===== src/rtl/fb_pkg.sv =====
// Shared types and defaults for the frame-buffer write sequencer and arbiter.
package fb_pkg;

    localparam int ADDR_W_DEF      = 17;
    localparam int FB_SIZE_DEF     = 76800;
    localparam int PIX_PER_PKT_DEF = 320;

    // Packet sequencing states.
    typedef enum logic [1:0] {
        WAIT_ADDR = 2'd0,
        PIXELS    = 2'd1,
        DONE      = 2'd2
    } pkt_state_t;

    // One buffered pixel write: target address plus byte.
    typedef struct packed {
        logic [ADDR_W_DEF-1:0] addr;
        logic [7:0]            data;
    } fifo_entry_t;

    localparam int ENTRY_W = $bits(fifo_entry_t);

endpackage


===== src/rtl/frame_buffer_arbiter_if.sv =====
// Single-port frame-buffer memory bus; the arbiter is the master.
interface frame_buffer_arbiter_if #(
    parameter int ADDR_W = 17
) ();
    logic              mem_en;
    logic              mem_we;
    logic [ADDR_W-1:0] mem_addr;
    logic [7:0]        mem_wdata;
    logic [7:0]        mem_rdata;

    modport master (
        output mem_en, mem_we, mem_addr, mem_wdata,
        input  mem_rdata
    );

    modport slave (
        input  mem_en, mem_we, mem_addr, mem_wdata,
        output mem_rdata
    );
endinterface


===== src/rtl/frame_buffer_arbiter_sync_fifo.sv =====
// First-word-fall-through synchronous FIFO with occupancy count.
// A push while full is accepted only when a pop happens in the same cycle.
module sync_fifo #(
    parameter int WIDTH = 25,
    parameter int DEPTH = 16
) (
    input  logic                       clk,
    input  logic                       rst,
    input  logic                       push,
    input  logic [WIDTH-1:0]           wdata,
    input  logic                       pop,
    output logic [WIDTH-1:0]           rdata,
    output logic                       full,
    output logic                       empty,
    output logic [$clog2(DEPTH):0]     count
);
    localparam int PTR_W = $clog2(DEPTH);
    localparam int CNT_W = PTR_W + 1;

    logic [WIDTH-1:0] store_r [DEPTH];
    logic [PTR_W-1:0] wr_ptr_r;
    logic [PTR_W-1:0] rd_ptr_r;
    logic [CNT_W-1:0] count_r;
    logic             do_push_s;
    logic             do_pop_s;

    assign empty     = (count_r == CNT_W'(0));
    assign full      = (count_r == CNT_W'(DEPTH));
    assign do_pop_s  = pop && !empty;
    assign do_push_s = push && (!full || do_pop_s);
    assign rdata     = store_r[rd_ptr_r];
    assign count     = count_r;

    // Storage array; contents are don't-care once the pointers are reset.
    always_ff @(posedge clk) begin
        if (do_push_s) begin
            store_r[wr_ptr_r] <= wdata;
        end
    end

    // Read/write pointers and occupancy.
    always_ff @(posedge clk) begin
        if (rst) begin
            wr_ptr_r <= PTR_W'(0);
            rd_ptr_r <= PTR_W'(0);
            count_r  <= CNT_W'(0);
        end else begin
            if (do_push_s) begin
                wr_ptr_r <= wr_ptr_r + PTR_W'(1);
            end
            if (do_pop_s) begin
                rd_ptr_r <= rd_ptr_r + PTR_W'(1);
            end
            case ({do_push_s, do_pop_s})
                2'b10:   count_r <= count_r + CNT_W'(1);
                2'b01:   count_r <= count_r - CNT_W'(1);
                default: count_r <= count_r;
            endcase
        end
    end
endmodule


===== src/rtl/frame_buffer_arbiter.sv =====
// Sequences packet pixel bytes into the frame buffer through a write FIFO and
// shares the single memory port with display reads (reads win unless the FIFO
// is almost full).
module frame_buffer_arbiter
    import fb_pkg::*;
#(
    parameter int ADDR_W      = ADDR_W_DEF,
    parameter int FB_SIZE     = FB_SIZE_DEF,
    parameter int PIX_PER_PKT = PIX_PER_PKT_DEF,
    parameter int FIFO_DEPTH  = 16,
    parameter int MEM_LATENCY = 2
) (
    input  logic                  clk,
    input  logic                  rst,
    input  logic                  addr_axiov,
    input  logic [23:0]           addr,
    input  logic                  pixel_axiov,
    input  logic [7:0]            pixel,
    input  logic                  rd_req,
    input  logic [ADDR_W-1:0]     rd_addr,
    output logic                  rd_ready,
    output logic                  rd_valid,
    output logic [7:0]            rd_data,
    output logic                  pkt_done,
    output logic [15:0]           pkt_count,
    output logic [15:0]           drop_count,
    frame_buffer_arbiter_if.master mem
);
    localparam int IDX_W = $clog2(PIX_PER_PKT);
    localparam int CNT_W = $clog2(FIFO_DEPTH) + 1;

    pkt_state_t        state_r, state_n;
    logic [ADDR_W-1:0] base_r, base_n;
    logic [IDX_W-1:0]  idx_r, idx_n;
    logic [ADDR_W:0]   wr_addr_s;
    logic              in_range_s, last_s;
    logic              push_req_s, fsm_drop_s, done_s;
    logic              push_s, pop_s, ovf_drop_s, drop_s;
    logic              rd_accept_s, almost_full_s;
    logic              fifo_full_s, fifo_empty_s;
    logic [CNT_W-1:0]  fifo_count_s;
    fifo_entry_t       fifo_in_s, fifo_out_s;
    logic              mem_en_r, mem_we_r;
    logic [ADDR_W-1:0] mem_addr_r;
    logic [7:0]        mem_wdata_r;
    logic [15:0]       pkt_count_r, drop_count_r;
    logic [MEM_LATENCY:0] rv_pipe_r;
    logic              unused_addr_hi_s;

    assign unused_addr_hi_s = ^addr[23:ADDR_W];

    // Address is formed one bit wider so an overrun past FB_SIZE is visible.
    assign wr_addr_s  = {1'b0, base_r} + (ADDR_W+1)'(idx_r);
    assign in_range_s = (wr_addr_s < (ADDR_W+1)'(FB_SIZE));
    assign last_s     = (idx_r == IDX_W'(PIX_PER_PKT-1));
    assign fifo_in_s  = '{addr: wr_addr_s[ADDR_W-1:0], data: pixel};

    // Packet FSM: next state, index advance, push/drop/done decisions.
    always_comb begin
        state_n    = state_r;
        base_n     = base_r;
        idx_n      = idx_r;
        push_req_s = 1'b0;
        fsm_drop_s = 1'b0;
        done_s     = 1'b0;
        if (addr_axiov) begin
            state_n    = PIXELS;
            base_n     = addr[ADDR_W-1:0];
            idx_n      = IDX_W'(0);
            fsm_drop_s = pixel_axiov;
        end else if (pixel_axiov) begin
            case (state_r)
                PIXELS: begin
                    idx_n = idx_r + IDX_W'(1);
                    if (in_range_s) begin
                        push_req_s = 1'b1;
                    end else begin
                        fsm_drop_s = 1'b1;
                    end
                    if (last_s) begin
                        done_s  = 1'b1;
                        state_n = DONE;
                    end else begin
                        state_n = PIXELS;
                    end
                end
                default: fsm_drop_s = 1'b1;
            endcase
        end else begin
            state_n = state_r;
        end
    end

    // Packet FSM registers.
    always_ff @(posedge clk) begin
        if (rst) begin
            state_r <= WAIT_ADDR;
            base_r  <= {ADDR_W{1'b0}};
            idx_r   <= IDX_W'(0);
        end else begin
            state_r <= state_n;
            base_r  <= base_n;
            idx_r   <= idx_n;
        end
    end

    // Arbitration: reads first, but back off once the FIFO is nearly full.
    assign almost_full_s = (fifo_count_s >= CNT_W'(FIFO_DEPTH-2));
    assign rd_ready      = !almost_full_s && !rst;
    assign rd_accept_s   = rd_req && rd_ready;
    assign pop_s         = !rd_accept_s && !fifo_empty_s;
    assign push_s        = push_req_s && (!fifo_full_s || pop_s);
    assign ovf_drop_s    = push_req_s && fifo_full_s && !pop_s;
    assign drop_s        = fsm_drop_s || ovf_drop_s;
    assign pkt_done      = done_s && !rst;

    sync_fifo #(
        .WIDTH (ENTRY_W),
        .DEPTH (FIFO_DEPTH)
    ) u_fifo (
        .clk   (clk),
        .rst   (rst),
        .push  (push_s),
        .wdata (fifo_in_s),
        .pop   (pop_s),
        .rdata (fifo_out_s),
        .full  (fifo_full_s),
        .empty (fifo_empty_s),
        .count (fifo_count_s)
    );

    // Registered memory command from this cycle's arbitration result.
    always_ff @(posedge clk) begin
        if (rst) begin
            mem_en_r    <= 1'b0;
            mem_we_r    <= 1'b0;
            mem_addr_r  <= {ADDR_W{1'b0}};
            mem_wdata_r <= 8'd0;
        end else begin
            mem_en_r <= rd_accept_s || pop_s;
            mem_we_r <= pop_s;
            if (rd_accept_s) begin
                mem_addr_r <= rd_addr;
            end else if (pop_s) begin
                mem_addr_r  <= fifo_out_s.addr;
                mem_wdata_r <= fifo_out_s.data;
            end else begin
                mem_addr_r <= mem_addr_r;
            end
        end
    end

    // Packet and drop statistics; drops saturate, packets wrap.
    always_ff @(posedge clk) begin
        if (rst) begin
            pkt_count_r  <= 16'd0;
            drop_count_r <= 16'd0;
        end else begin
            if (done_s) begin
                pkt_count_r <= pkt_count_r + 16'd1;
            end
            if (drop_s && (drop_count_r != 16'hFFFF)) begin
                drop_count_r <= drop_count_r + 16'd1;
            end
        end
    end

    // Read-valid shift register: command stage plus memory latency.
    always_ff @(posedge clk) begin
        if (rst) begin
            rv_pipe_r <= {(MEM_LATENCY+1){1'b0}};
        end else begin
            rv_pipe_r <= {rv_pipe_r[MEM_LATENCY-1:0], rd_accept_s};
        end
    end

    assign rd_valid      = rv_pipe_r[MEM_LATENCY];
    assign rd_data       = rd_valid ? mem.mem_rdata : 8'd0;
    assign pkt_count     = pkt_count_r;
    assign drop_count    = drop_count_r;
    assign mem.mem_en    = mem_en_r;
    assign mem.mem_we    = mem_we_r;
    assign mem.mem_addr  = mem_addr_r;
    assign mem.mem_wdata = mem_wdata_r;
endmodule


===== src/flat_wrapper.sv =====
// flat-port wrapper written by rule: the top's interface ports become plain ports
module frame_buffer_arbiter_flat import fb_pkg::*;
#(
    parameter int ADDR_W      = ADDR_W_DEF,
    parameter int FB_SIZE     = FB_SIZE_DEF,
    parameter int PIX_PER_PKT = PIX_PER_PKT_DEF,
    parameter int FIFO_DEPTH  = 16,
    parameter int MEM_LATENCY = 2
)
  (clk, rst, addr_axiov, addr, pixel_axiov, pixel, rd_req, rd_addr, rd_ready, rd_valid, rd_data, pkt_done, pkt_count, drop_count, mem_mem_en, mem_mem_we, mem_mem_addr, mem_mem_wdata, mem_mem_rdata);
  frame_buffer_arbiter_if #(.ADDR_W(ADDR_W)) mem_i ();
  input  logic clk;
  input  logic rst;
  input  logic addr_axiov;
  input  logic [23:0] addr;
  input  logic pixel_axiov;
  input  logic [7:0] pixel;
  input  logic rd_req;
  input  logic [ADDR_W-1:0] rd_addr;
  output logic rd_ready;
  output logic rd_valid;
  output logic [7:0] rd_data;
  output logic pkt_done;
  output logic [15:0] pkt_count;
  output logic [15:0] drop_count;
  output wire logic [$bits(mem_i.mem_en)-1:0] mem_mem_en;
  output wire logic [$bits(mem_i.mem_we)-1:0] mem_mem_we;
  output wire logic [$bits(mem_i.mem_addr)-1:0] mem_mem_addr;
  output wire logic [$bits(mem_i.mem_wdata)-1:0] mem_mem_wdata;
  input wire logic [$bits(mem_i.mem_rdata)-1:0] mem_mem_rdata;
  assign mem_mem_en = mem_i.mem_en;
  assign mem_mem_we = mem_i.mem_we;
  assign mem_mem_addr = mem_i.mem_addr;
  assign mem_mem_wdata = mem_i.mem_wdata;
  assign mem_i.mem_rdata = mem_mem_rdata;
  frame_buffer_arbiter #(.ADDR_W(ADDR_W), .FB_SIZE(FB_SIZE), .PIX_PER_PKT(PIX_PER_PKT), .FIFO_DEPTH(FIFO_DEPTH), .MEM_LATENCY(MEM_LATENCY)) u_core (.clk(clk), .rst(rst), .addr_axiov(addr_axiov), .addr(addr), .pixel_axiov(pixel_axiov), .pixel(pixel), .rd_req(rd_req), .rd_addr(rd_addr), .rd_ready(rd_ready), .rd_valid(rd_valid), .rd_data(rd_data), .pkt_done(pkt_done), .pkt_count(pkt_count), .drop_count(drop_count), .mem(mem_i));
endmodule

===== config.mk =====
export PLATFORM = sky130hd
export DESIGN_NAME = frame_buffer_arbiter_flat
export DESIGN_NICKNAME = d
export VERILOG_FILES = /design/src/rtl/fb_pkg.sv /design/src/rtl/frame_buffer_arbiter_if.sv /design/src/rtl/frame_buffer_arbiter_sync_fifo.sv /design/src/rtl/frame_buffer_arbiter.sv /design/src/flat_wrapper.sv
export SDC_FILE = /design/constraint.sdc
export NUM_CORES = 1
export LEC_CHECK = 0
export CORE_MARGIN = 4
export CORE_UTILIZATION = 40
export DETAILED_ROUTE_END_ITERATION = 8
export MAX_ROUTING_LAYER = met4
export PLACE_DENSITY_LB_ADDON = 0.25
export SYNTH_ARGS = -nofsm -noshare
export SYNTH_HDL_FRONTEND = slang
export SYNTH_SLANG_ARGS = --single-unit

===== constraint.sdc =====
create_clock -name clk -period 13.7 [get_ports clk]
set_input_delay 3.425 -clock clk [delete_from_list [all_inputs] [get_ports clk]]
set_output_delay 3.425 -clock clk [all_outputs]
set_load 0.02 [all_outputs]

==> impl_results.md <==
- Max VDD drop: 0.122 mV
- DP Area: 22600 sq um
- Slowest cell on the critical path: clkdlybuf4s50_1
- Minimum clock period: 9.82 ns
- WL final: 47.2 mm
- RSZ-0062 raised after global routing: no
- Max clock buf depth: 3
- CP endpoint kind: output pin
- CTS tree: done
- YS warnings: 0
- Number of setup buffers added after CTS: 0
- Most frequent cells in the layout: 400 x edfxtp_1, 125 x mux4_2, 123 x clkdlybuf4s50_1
- Critical path's largest stage delay: 0.80 ns
- Initial Utilization: 40.7%
- H-tree depth: 2
- Final hold viol count: 0
- Clock Skew: 0.0122 ns
- Top post-synthesis cells by area: edfxtp_1 59%, mux4_2 14%, dfxtp_1 10%, nor2_1 1.8%, mux2i_1 1.8%
- Die Y-Extent: 235 um
- Commonest non-fill, non-tap cell in the layout: edfxtp_1
- Avg Vias per Cell: 5.34
- Synth Cell Area: 20500 sq um
- Async SR Flop Fraction: 0%
- Number of buffers created by CTS: 53
- Ys flop type: edfxtp_1
- Ant diodes: 0
- GP Congestion: 0.763
- Die Width: 235 um
- Worst slew pin tran: 1.29 ns
- CP Cell Sequence: clkdlybuf4s50_1 > and3b_1 > and4_1 > and4b_1 > nor2b_1 > clkdlybuf4s50_1
- Synth Instances: 1197
- Final Cell Area: 24300 sq um
- # clock sinks: 507
- CP top delay family: buffers and inverters
- First-pass GRT wire length: 70.5 mm
- Largest net degree at the start of global routing: 60
- Power Total: 4100 uW
- Min-delay worst type: reg2reg
- Antenna-violating nets left: 0
- Routed vias: 11000
- DRC: 0
- Synth Register Bits: 507
- Vias in the first global route: 11200
- CP Max Fanout: 10
- Port buffer count: 124
- Post-synth top area share: 58.5%
- Row cnt: 82
- Layout cell share with drive strength beyond 1: 19.5%
- Synth unique cells: 66
- Fin Setup TNS: 0 ns
- Worst EP arrival: 6.40 ns
- Final setup violation count: 0
- Initial antenna violation count: 0
- Slew Limit Fails: 0
- Clk Latency, worst-skew pair: 0.59 ns
- Worst path bufs/invs: 2
- Nets@finish: 1428
- Routed WL per cell: 22.9 um
- 1st-iter DRT viols: 941
- Worst slack, placed: 3.90 ns
- PnR worst setup slack: 3.88 ns
- Total track usage: 17.7%
- Cell mode on critical path: clkdlybuf4s50_1
- Post-synth EDFFs: 400
- Worst-path clk slew: 0.06 ns
- Hold_buf cts: 0
- Startpoint types: primary input
- Core box area: 50500 sq um
- Worst slew margin: 13.4%
- Syn Nets: 1281
- Gr ovfl total: 0
- Root buffer cell: clkbuf_16
- Area leader, netlist: edfxtp_1
- Highest clock rate: 102 MHz
- Period utilization: 71.7%
- Synthesized area per cell: 17.1 sq um
- Status: finished clean
- 1st-pass router iterations: 5
- Io pins: 132
- Area Overhead vs Synth: 18.5%
- Register area share after synthesis: 69.0%
- CP required: 10.27 ns
- Post-DP HPWL: 27.5 mm
- Pwr dens: 169 nW/um^2
- Area of the die: 55000 sq um
- CTS resizes: 0
- CP Class: in2out
- Lkg Pwr: 0.00791 uW
- Maxcap violations: 0
-- cells by family (layout without fill, tap and decap cells) --
family / after synthesis / after routing / synth area share [%]
flip-flops: 507 / 507 / 69.0
buffers and inverters: 79 / 270 / 1.62
adder cells (fa/ha/maj): 22 / 22 / 1.38
multiplexers: 165 / 165 / 15.7
XOR/XNOR: 38 / 38 / 1.66
AO/OA/AOI/OAI: 133 / 133 / 4.47
AND/OR/NAND/NOR: 253 / 253 / 6.22
-- worst reg2reg max path, cell delays in order (launching register included) --
cell and delay, ns:
dfxtp_1 0.42, ha_1 0.23, inv_1 0.06, fa_1 0.41, nand2b_1 0.18, a21oi_1 0.21
o21ai_0 0.23, o311a_1 0.44, nor2_1 0.53, o221a_4 0.54, nand2_1 0.15, ha_1 0.36
xor2_1 0.19, ha_1 0.22, o21ai_0 0.16, a21oi_1 0.09, a21oi_1 0.18, xor2_1 0.10
or3_1 0.31, a21oi_1 0.14
-- per-stage QoR --
| step | util (%) | std cells | hold WS, ns |
|---|---|---|---|
| after floorplan | - | 1197 | 0.414 |
| after global placement | 44.8 | 1961 | 0.421 |
| after detailed placement | 44.8 | 1961 | 0.435 |
| after CTS | 48.2 | 2060 | 0.448 |
| after global routing | 48.2 | 2060 | 0.452 |
| final | 48.2 | 2060 | 0.442 |
-- where the power goes --
group,switching [uW],internal [uW]
Clock,574,834
Sequential,81.9,1710
Combinational,429,468
-- sequential cells by signal (all words and copies together) (netlist names), named ones only --
name / cells
u_core.state_r: 2
u_core.u_fifo.count: 5
u_core.mem.mem_addr: 17
u_core.mem.mem_wdata: 8
u_core.u_fifo.rd_ptr_r: 4
u_core.u_fifo.wr_ptr_r: 4
u_core.mem.mem_we: 1
u_core.drop_count: 16
u_core.mem.mem_en: 1
u_core.rv_pipe_r: 3
u_core.base_r: 17
u_core.pkt_count: 16
u_core.idx_r: 9
u_core.u_fifo.store_r: 400
-- synth_stat cells (10+ instances only) --
cell type	count
nand3_1	17
buf_1	14
o31ai_1	11
nand2_1	46
and2_1	10
nor2b_1	11
nand4_1	12
and3_1	10
edfxtp_1	400
nor2_1	98
a21oi_1	44
buf_2	10
xnor2_1	14
o21ai_0	13
clkbuf_1	34
ha_1	21
dfxtp_1	107
or3_1	10
mux4_2	125
mux2i_1	36
inv_1	17
a211oi_1	18
xor2_1	23
-- per-layer routing --
metal	wire length (um)	global-route usage (%)	vias to the layer above
met5	0	-	-
met1	20700	23.8	5660
met4	728	4.08	0
li1	-	-	5038
met3	2000	2.73	49
met2	23700	28.9	245
-- worst paths after layout --
kind / from / endpoint / slack (ns) / depth (start not counted)
setup reg to reg: u_core.idx_r[0] / u_core.u_fifo.count[4] / 8.50 / 19
hold reg to reg: u_core.rv_pipe_r[1] / u_core.rv_pipe_r[2] / 0.44 / 1
hold / removal: u_core.rv_pipe_r[1] / u_core.rv_pipe_r[2] / 0.44 / 1
setup / recovery: pixel_axiov / pkt_done / 3.88 / 6
-- final cells by class --
type	count	area, sq um
Sequential cell	507	14200
Fill cell	4285	26200
Timing Repair Buffer	153	1460
Tap cell	672	841
Clock buffer	80	1470
Multi-Input combinational cell	611	6100
Clock inverter	19	231
Inverter	18	67.6
(Power assumes the default switching activity.)
